===== src/rtl/wallace_mul_pkg.sv =====
`default_nettype none
// =====================================================================
// Package  : wallace_mul_pkg
// Brief    : Shared widths, defaults and helpers for the shared multiplier.
// Revision : 1.0
// =====================================================================
package wallace_mul_pkg;

    localparam int OPW           = 4;
    localparam int PW            = 8;
    localparam int N_REQ_DEFAULT = 4;

    function automatic int clog2(input int value);
        int r;
        r = 0;
        while ((1 << r) < value) begin
            r = r + 1;
        end
        return r;
    endfunction

endpackage
`default_nettype wire


===== src/rtl/w1.sv =====
`default_nettype none
// =====================================================================
// Module   : w1
// Brief    : Combinational 4x4 unsigned Wallace-tree multiplier.
// Revision : 1.0
// =====================================================================
module w1 (
    input  logic [3:0] a,
    input  logic [3:0] b,
    output logic [7:0] p
);
    logic [7:0] w_pp0, w_pp1, w_pp2, w_pp3;
    logic [7:0] w_s1, w_c1, w_s2, w_c2;

    assign w_pp0 = {4'b0000, a & {4{b[0]}}};
    assign w_pp1 = {3'b000, a & {4{b[1]}}, 1'b0};
    assign w_pp2 = {2'b00, a & {4{b[2]}}, 2'b00};
    assign w_pp3 = {1'b0, a & {4{b[3]}}, 3'b000};

    // Two 3:2 carry-save layers reduce four rows to two; the final
    // adder resolves them. Product never exceeds 225, so no carry is lost.
    assign w_s1 = w_pp0 ^ w_pp1 ^ w_pp2;
    assign w_c1 = ((w_pp0 & w_pp1) | (w_pp0 & w_pp2) | (w_pp1 & w_pp2)) << 1;
    assign w_s2 = w_s1 ^ w_c1 ^ w_pp3;
    assign w_c2 = ((w_s1 & w_c1) | (w_s1 & w_pp3) | (w_c1 & w_pp3)) << 1;

    assign p = w_s2 + w_c2;

endmodule
`default_nettype wire


===== src/rtl/wallace_mul_arbiter_rr_arbiter.sv =====
`default_nettype none
// =====================================================================
// Module   : rr_arbiter
// Brief    : Combinational round-robin picker starting the search at ptr.
// Revision : 1.0
// =====================================================================
module rr_arbiter
    import wallace_mul_pkg::*;
#(
    parameter int N  = 4,
    parameter int IW = (clog2(N) < 1) ? 1 : clog2(N)
) (
    input  logic [N-1:0]  req,
    input  logic [IW-1:0] ptr,
    output logic [N-1:0]  gnt,
    output logic [IW-1:0] gnt_idx,
    output logic          any
);
    // First pass covers ptr..N-1, second pass wraps to 0..ptr-1.
    always_comb begin
        gnt     = '0;
        gnt_idx = '0;
        any     = 1'b0;
        for (int i = 0; i < N; i++) begin
            if (!any && req[i] && (i >= int'(ptr))) begin
                any     = 1'b1;
                gnt[i]  = 1'b1;
                gnt_idx = IW'(i);
            end
        end
        for (int i = 0; i < N; i++) begin
            if (!any && req[i]) begin
                any     = 1'b1;
                gnt[i]  = 1'b1;
                gnt_idx = IW'(i);
            end
        end
    end

endmodule
`default_nettype wire


===== src/rtl/wallace_mul_arbiter.sv =====
`default_nettype none
// =====================================================================
// Module   : wallace_mul_arbiter
// Brief    : Round-robin sharing of one w1 multiplier, 2-stage pipeline.
// Revision : 1.0
// =====================================================================
module wallace_mul_arbiter
    import wallace_mul_pkg::*;
#(
    parameter int N_REQ = N_REQ_DEFAULT,
    parameter int ID_W  = 2
) (
    input  logic                   clk,
    input  logic                   rst_n,
    input  logic [N_REQ-1:0]       req_valid,
    input  logic [OPW*N_REQ-1:0]   req_a,
    input  logic [OPW*N_REQ-1:0]   req_b,
    output logic [N_REQ-1:0]       req_ready,
    output logic                   rsp_valid,
    input  logic                   rsp_ready,
    output logic [PW-1:0]          rsp_p,
    output logic [ID_W-1:0]        rsp_id,
    output logic                   busy,
    output logic [15:0]            done_cnt
);
    localparam int c_IDX_W = (clog2(N_REQ) < 1) ? 1 : clog2(N_REQ);

    logic               r_op_valid;
    logic [OPW-1:0]     r_op_a;
    logic [OPW-1:0]     r_op_b;
    logic [ID_W-1:0]    r_op_id;
    logic               r_rsp_valid;
    logic [PW-1:0]      r_rsp_p;
    logic [ID_W-1:0]    r_rsp_id;
    logic [c_IDX_W-1:0] r_rr_ptr;
    logic [15:0]        r_done_cnt;

    logic               w_adv;
    logic               w_acc;
    logic               w_xfer;
    logic               w_any;
    logic [N_REQ-1:0]   w_gnt;
    logic [c_IDX_W-1:0] w_gnt_idx;
    logic [c_IDX_W-1:0] w_ptr_nxt;
    logic [OPW-1:0]     w_sel_a;
    logic [OPW-1:0]     w_sel_b;
    logic [PW-1:0]      w_p;

    rr_arbiter #(
        .N  (N_REQ),
        .IW (c_IDX_W)
    ) u_arb (
        .req     (req_valid),
        .ptr     (r_rr_ptr),
        .gnt     (w_gnt),
        .gnt_idx (w_gnt_idx),
        .any     (w_any)
    );

    w1 u_mul (
        .a (r_op_a),
        .b (r_op_b),
        .p (w_p)
    );

    assign w_adv = r_op_valid & (~r_rsp_valid | rsp_ready);
    // Gating with rst_n keeps req_ready low for the whole reset window.
    assign w_acc = rst_n & (~r_op_valid | w_adv);

    assign req_ready = (w_any && w_acc) ? w_gnt : '0;
    assign w_xfer    = |req_ready;
    assign w_ptr_nxt = (w_gnt_idx == c_IDX_W'(N_REQ - 1)) ? '0 : w_gnt_idx + c_IDX_W'(1);

    always_comb begin
        w_sel_a = '0;
        w_sel_b = '0;
        for (int i = 0; i < N_REQ; i++) begin
            if (w_gnt[i]) begin
                w_sel_a = req_a[i*OPW +: OPW];
                w_sel_b = req_b[i*OPW +: OPW];
            end
        end
    end

    always_ff @(posedge clk or negedge rst_n) begin
        if (!rst_n) begin
            r_op_valid  <= 1'b0;
            r_op_a      <= '0;
            r_op_b      <= '0;
            r_op_id     <= '0;
            r_rsp_valid <= 1'b0;
            r_rsp_p     <= '0;
            r_rsp_id    <= '0;
            r_rr_ptr    <= '0;
            r_done_cnt  <= '0;
        end else begin
            if (w_xfer) begin
                r_op_a   <= w_sel_a;
                r_op_b   <= w_sel_b;
                r_op_id  <= ID_W'(w_gnt_idx);
                r_rr_ptr <= w_ptr_nxt;
            end
            r_op_valid <= w_xfer | (r_op_valid & ~w_adv);

            if (w_adv) begin
                r_rsp_valid <= 1'b1;
                r_rsp_p     <= w_p;
                r_rsp_id    <= r_op_id;
            end else if (rsp_ready) begin
                r_rsp_valid <= 1'b0;
            end

            if (r_rsp_valid && rsp_ready) begin
                r_done_cnt <= r_done_cnt + 16'd1;
            end
        end
    end

    assign rsp_valid = r_rsp_valid;
    assign rsp_p     = r_rsp_p;
    assign rsp_id    = r_rsp_id;
    assign busy      = r_op_valid | r_rsp_valid;
    assign done_cnt  = r_done_cnt;

endmodule
`default_nettype wire


===== config.mk =====
export PLATFORM = sky130hd
export DESIGN_NAME = wallace_mul_arbiter
export DESIGN_NICKNAME = d
export VERILOG_FILES = /design/src/rtl/wallace_mul_pkg.sv /design/src/rtl/w1.sv /design/src/rtl/wallace_mul_arbiter_rr_arbiter.sv /design/src/rtl/wallace_mul_arbiter.sv
export SDC_FILE = /design/constraint.sdc
export NUM_CORES = 1
export LEC_CHECK = 0
export CAP_MARGIN = 10
export CORE_UTILIZATION = 30
export DETAILED_ROUTE_END_ITERATION = 8
export GPL_ROUTABILITY_DRIVEN = 0
export PLACE_DENSITY = 0.62
export SKIP_LAST_GASP = 1
export SYNTH_ARGS = -nofsm -noshare
export SYNTH_HDL_FRONTEND = slang
export SYNTH_HIERARCHICAL = 1
export SYNTH_SLANG_ARGS = --single-unit
export TNS_END_PERCENT = 1

===== constraint.sdc =====
create_clock -name clk -period 5.7 [get_ports clk]
set_clock_uncertainty 0.1 [all_clocks]
set_input_delay 1.14 -clock clk [delete_from_list [all_inputs] [get_ports clk]]
set_output_delay 1.14 -clock clk [all_outputs]
set_load 0.01 [all_outputs]

### Word level (Yosys, flattened, before mapping)

Index checks and enable logic that the tools add are counted.

* flip-flop bits (word level): 40
* bits of input ports: 39

* $add $sub $neg: 3
* magnitude comparators: 3
* eq/ne operators: 1
* muxes and demuxes: 34
* bitwise logic cells: 28
* reductions and logical operators: 21

Operator list (count)
* $mux W4: 9
* $and A7 B7 Y7: 3
* $or A7 B7 Y7: 3
* $mux W1: 18
* $add A16 B1 Y16 const B: 1
* $and A4 B4 Y4: 4
* $mux W2: 7
* $logic_and A1 B1 Y1: 12
* $add A8 B8 Y8: 1
* $xor A8 B7 Y8: 1
* $xor A8 B8 Y8: 1
* $logic_not A1 Y1: 7
* $or A7 B6 Y7: 1
* $and A4 B6 Y6: 1
* $and A5 B6 Y6: 1
* $xor A5 B6 Y6: 1
* $and A4 B5 Y5: 1
* $xor A4 B5 Y5: 1
* $ge A1 B2 Y1 const A: 2
* $or A1 B1 Y1: 4
* $reduce_or A4 Y1: 1
* $and A1 B1 Y1: 3
* $not A1 Y1: 3
* $add A2 B1 Y2 const B: 1
* other kinds (3): 3

### Depth between registers and ports, before layout

* depth after elaboration: 30
* gate-level depth with buffers: 11
* gate-level depth less buffers: 11

### Cells and area by module

Netlist, hierarchy kept.

Modules (own cells, without submodules)
* wallace_mul_arbiter: times used 1, cells each 190, area an instance 1938.1 µm², seq. area each 1001.0 µm²
* w1: times used 1, cells each 44, area an instance 374.1 µm², seq. area each 0.0 µm²
* rr_arbiter: times used 1, cells each 33, area an instance 222.7 µm², seq. area each 0.0 µm²

### Worst setup path before layout

OpenSTA, ideal clock, no wires.

* path kind: input port to output port
* from: input port req_valid[3]
* to: output port req_ready[2]
* arrival time: 2.389 ns
* data required time: 4.460 ns
* path slack: 2.071 ns
* stages: 7
* buffers on the path: 3
* cell sequence: buf_4 a21o_1 a21oi_1 o21a_1 clkbuf_1 clkbuf_1 and2_1

* elaborated cells on any way between the ends: 17

RTL lines
* start, declared: RTL line wallace_mul_arbiter.sv:15 `input logic [N_REQ-1:0] req_valid,`
* $logic_and A1 B1 Y1 *: RTL line wallace_mul_arbiter_rr_arbiter.sv:25 `if (!any && req[i] && (i >= int'(ptr))) begin`
* $mux W1 *: RTL line wallace_mul_arbiter_rr_arbiter.sv:25
* $logic_not A1 Y1: RTL line wallace_mul_arbiter_rr_arbiter.sv:32 `if (!any && req[i]) begin`
* $logic_and A1 B1 Y1: RTL line wallace_mul_arbiter_rr_arbiter.sv:32
* $mux W1 *: RTL line wallace_mul_arbiter_rr_arbiter.sv:32
* $logic_not A1 Y1: RTL line wallace_mul_arbiter_rr_arbiter.sv:32
* $logic_and A1 B1 Y1: RTL line wallace_mul_arbiter_rr_arbiter.sv:32
* $mux W1 *: RTL line wallace_mul_arbiter_rr_arbiter.sv:32
* $logic_not A1 Y1 *: RTL line wallace_mul_arbiter_rr_arbiter.sv:32
* $logic_and A1 B1 Y1 *: RTL line wallace_mul_arbiter_rr_arbiter.sv:32
* $mux W1 *: RTL line wallace_mul_arbiter_rr_arbiter.sv:32
* named net w_gnt[2]: RTL line wallace_mul_arbiter.sv:42 `logic [N_REQ-1:0] w_gnt;`
* $mux W4 *: RTL line wallace_mul_arbiter.sv:70 `assign req_ready = (w_any && w_acc) ? w_gnt : '0;`
* end, declared: RTL line wallace_mul_arbiter.sv:18 `output logic [N_REQ-1:0] req_ready,`

Mark *: on every way through the listed nets, which the timed path passes. The rest lies on a longest branch.

### Worst setup path in the final report

Ends and elaborated chain as after synthesis.

==> run_results.csv <==
group,metric,value,unit
global_route,antenna_found_initial,0,
power,p_seq_share,31.1,%
power,leakage,1.48,nW
clock_network,cts_max_path_buffers,2,
floorplan,dieWidth,93.9,um
floorplan,coreArea,8220,um2
yosys,synth_area_leaders,"dfrtp_1 (39%), a21oi_1 (5.3%), mux2_2 (5.3%), fa_1 (4.7%), ha_1 (4.4%)",
global_route,grt_pass1_wl,9230,um
yosys,synth_cell_types,44,
critical_path,cp.arrival,3300,ps
critical_path,start_kind,"input pin",
power,p_comb_share,57.3,%
cells_and_area,fillers,825,
min_path,min_path_type,"register to register",
detailed_routing,avgRoutedWirePerCell,12.3,um
critical_path,required,4460,ps
power,internal_power,0.000992,W
power,power_density,485,nW/um2
floorplan,io_pins,71,
yosys,syn_area_per_cell,9.49,um2
detailed_routing,num_vias,2074,
cells_and_area,fin_nets,385,
clock_network,postCtsSetupBuffers,0,
power,swShare,39.2,%
yosys,synthMostInstantiatedCell,"dfrtp_1",
clock_network,ctsHoldBuffers,0,
timing,slew_viol_final,0,
floorplan,start_util,30.9,%
yosys,synthTopCellsByCount,"dfrtp_1 (40), a21oi_1 (27), nand2_1 (25)",
job,maxCapViolations,0,
critical_path,criticalPathCategory,"input pin to primary output",
timing,max_freq,220,MHz
detailed_routing,dr.pass1.iters,4,
clock_network,cts_sinks,40,
power,switchingPower,0.000641,W
critical_path,slowest_delay,550,ps
place,hpwlAfterDp,4160,um
yosys,synth_fp_nets,321,
timing,min_period,4540,ps
place,portBuffers,70,
yosys,yosys_most_used_dff,"dfrtp_1",
power,vdd.ir_drop.worst,0.163,mV
yosys,yosysTopAreaCell,"dfrtp_1",
place,post-place-ws,1180,ps
clock_network,clockRootBuffer,"clkbuf_8",
critical_path,critical_path.most_common_cell,"clkdlybuf4s50_1",
timing,fin_ws,1160,ps
clock_network,clock_latency,280,ps
clock_network,h-tree-depth,2,
floorplan,rows,33,
timing,finalSetupViolations,0,
yosys,yosysWarnings,6,
global_route,overflow,0,
outcome,outcome,"finished, final reports clean",
detailed_routing,drc,0,
critical_path,cp-end-kind,"primary output",
yosys,synth.cell_area,2530,um2
yosys,syn_inst,267,
clock_network,cts_tree,"yes",
critical_path,critPathSlowestCell,"clkdlybuf4s50_1",
detailed_routing,ant_nets,0,
detailed_routing,avgViaCountPerCell,4.75,
cells_and_area,layout-drive-gt1-share,8.43,%
floorplan,die_area,8820,um2
timing,rsz0062_at_grt,"no",
global_route,track_usage,13.1,%
timing,hold_viol_final,0,
critical_path,worstPathMaxFanout,18,
yosys,ys_seq_elements,40,
power,clockPowerShare,11.7,%
timing,fin_setup_tns,0,ps
yosys,async_flop_share,100,%
clock_network,path_clk_slew,70,ps
timing,fin_crit_sh,79.7,%
timing,worstMarginPinSlew,571,ps
floorplan,die_h,93.9,um
detailed_routing,wl,5390,um
clock_network,numCtsBuffers,5,
yosys,synth_top_area_share,39.5,%
detailed_routing,first_iter_violations,26,
cells_and_area,n_antenna_cell,0,
cells_and_area,area_growth,32.8,%
clock_network,ctsResizeCount,0,
timing,maxSlewHeadroom,61.9,%
yosys,synth-seq-area-share,39.5,%
yosys,synth-edff-count,0,
critical_path,worstPathCellList,"clkdlybuf4s50_1 -> a21o_1 -> a21oi_1 -> o21a_1 -> and2_1 -> clkdlybuf4s50_1",
global_route,grt_start_max_net_pins,42,
global_route,grt_pass1_vias,2036,
==> placed cells by master, fill, tap and decap left out, drive strengths merged, types with 3 or more instances in the layout <==
cell,netlist,final
a21oi,28,28
a22oi,8,8
and2,15,15
and3,3,3
and4,4,4
clkbuf,7,8
clkdlybuf4s50,0,69
dfrtp,40,40
fa,6,6
ha,9,9
inv,21,21
mux2,14,14
nand2,25,25
nand2b,5,5
nand3,5,5
nor2,15,15
nor2b,3,3
nor3,4,4
o21ai,11,11
xnor2,10,10
xor2,7,7
==> logic make-up after synthesis <==
family          count (synthesis)  share of synthesized area, %
simple gates                   87                          17.8
compound gates                 58                          14.0
flops                          40                          39.5
buf+inv                        35                          6.76
xor+xnor                       17                          5.87
mux                            15                          6.91
fa+ha+maj                      15                          9.18
==> worst max-delay path: cells and delay by family <==
family / cells / cell delay, ps
AO/OA/AOI/OAI: 3 / 870
AND/OR/NAND/NOR: 1 / 210
buffers and inverters: 2 / 1080
==> stage by stage <==
stage          utilization, %  cell area [um2]  cells  hold WS, ps  total power, W
2_1_floorplan               -             2530    267          371         0.00117
3_3_place_gp             39.9             3280    429          358         0.00142
3_5_place_dp             39.9             3280    429          365         0.00146
4_1_cts                  41.0             3370    437          374         0.00167
5_1_grt                  41.0             3370    437          387         0.00179
6_report                 41.0             3370    437          371         0.00163
==> final timing paths <==
kind,cells after the start,from,slack [ps],endpoint
min reg2reg,1,done_cnt[15],370,done_cnt[15]
max in group asynchronous,2,rst_n,4260,rsp_p[6]
max reg2reg,9,r_op_a[3],2820,rsp_p[5]
max,6,req_valid[3],1160,req_ready[2]
min,1,done_cnt[15],370,done_cnt[15]
min in group asynchronous,2,rst_n,890,done_cnt[10]
==> state kept, by name, summed over array words and instances (netlist names) <==
signal / cells
r_op_id: 2
rsp_p: 8
r_rr_ptr: 2
rsp_id: 2
r_op_a: 4
r_op_b: 4
r_op_valid: 1
rsp_valid: 1
done_cnt: 16
==> per-layer routing <==
| layer | share of wire (%) | track usage [%] |
|---|---|---|
| met1 | 46 | 16.5 |
| met2 | 46 | 21.8 |
| met3 | 6.0 | 3.16 |
| met4 | 1.4 | 4.23 |
| met5 | 0 | 0 |
==> layout make-up <==
type	instances	area, um2	area share, %
Clock buffer	8	90.1	2.68
Inverter	21	78.8	2.34
Multi-Input combinational cell	192	1360	40.5
Sequential cell	40	1000	29.7
Tap cell	105	131	3.90
Timing Repair Buffer	71	703	20.9
==> power by group through the flow <==
stage / combinational [W] / sequential [W] / clock [W]
3_5_place_dp: 0.000944 / 0.000516 / 0
4_1_cts: 0.000956 / 0.000510 / 0.000200
5_1_grt: 0.00106 / 0.000527 / 0.000209
3_3_place_gp: 0.000913 / 0.000509 / 0
6_report: 0.000935 / 0.000507 / 0.000191
2_1_floorplan: 0.000673 / 0.000497 / 0
Power figures use the tool's default switching activity.
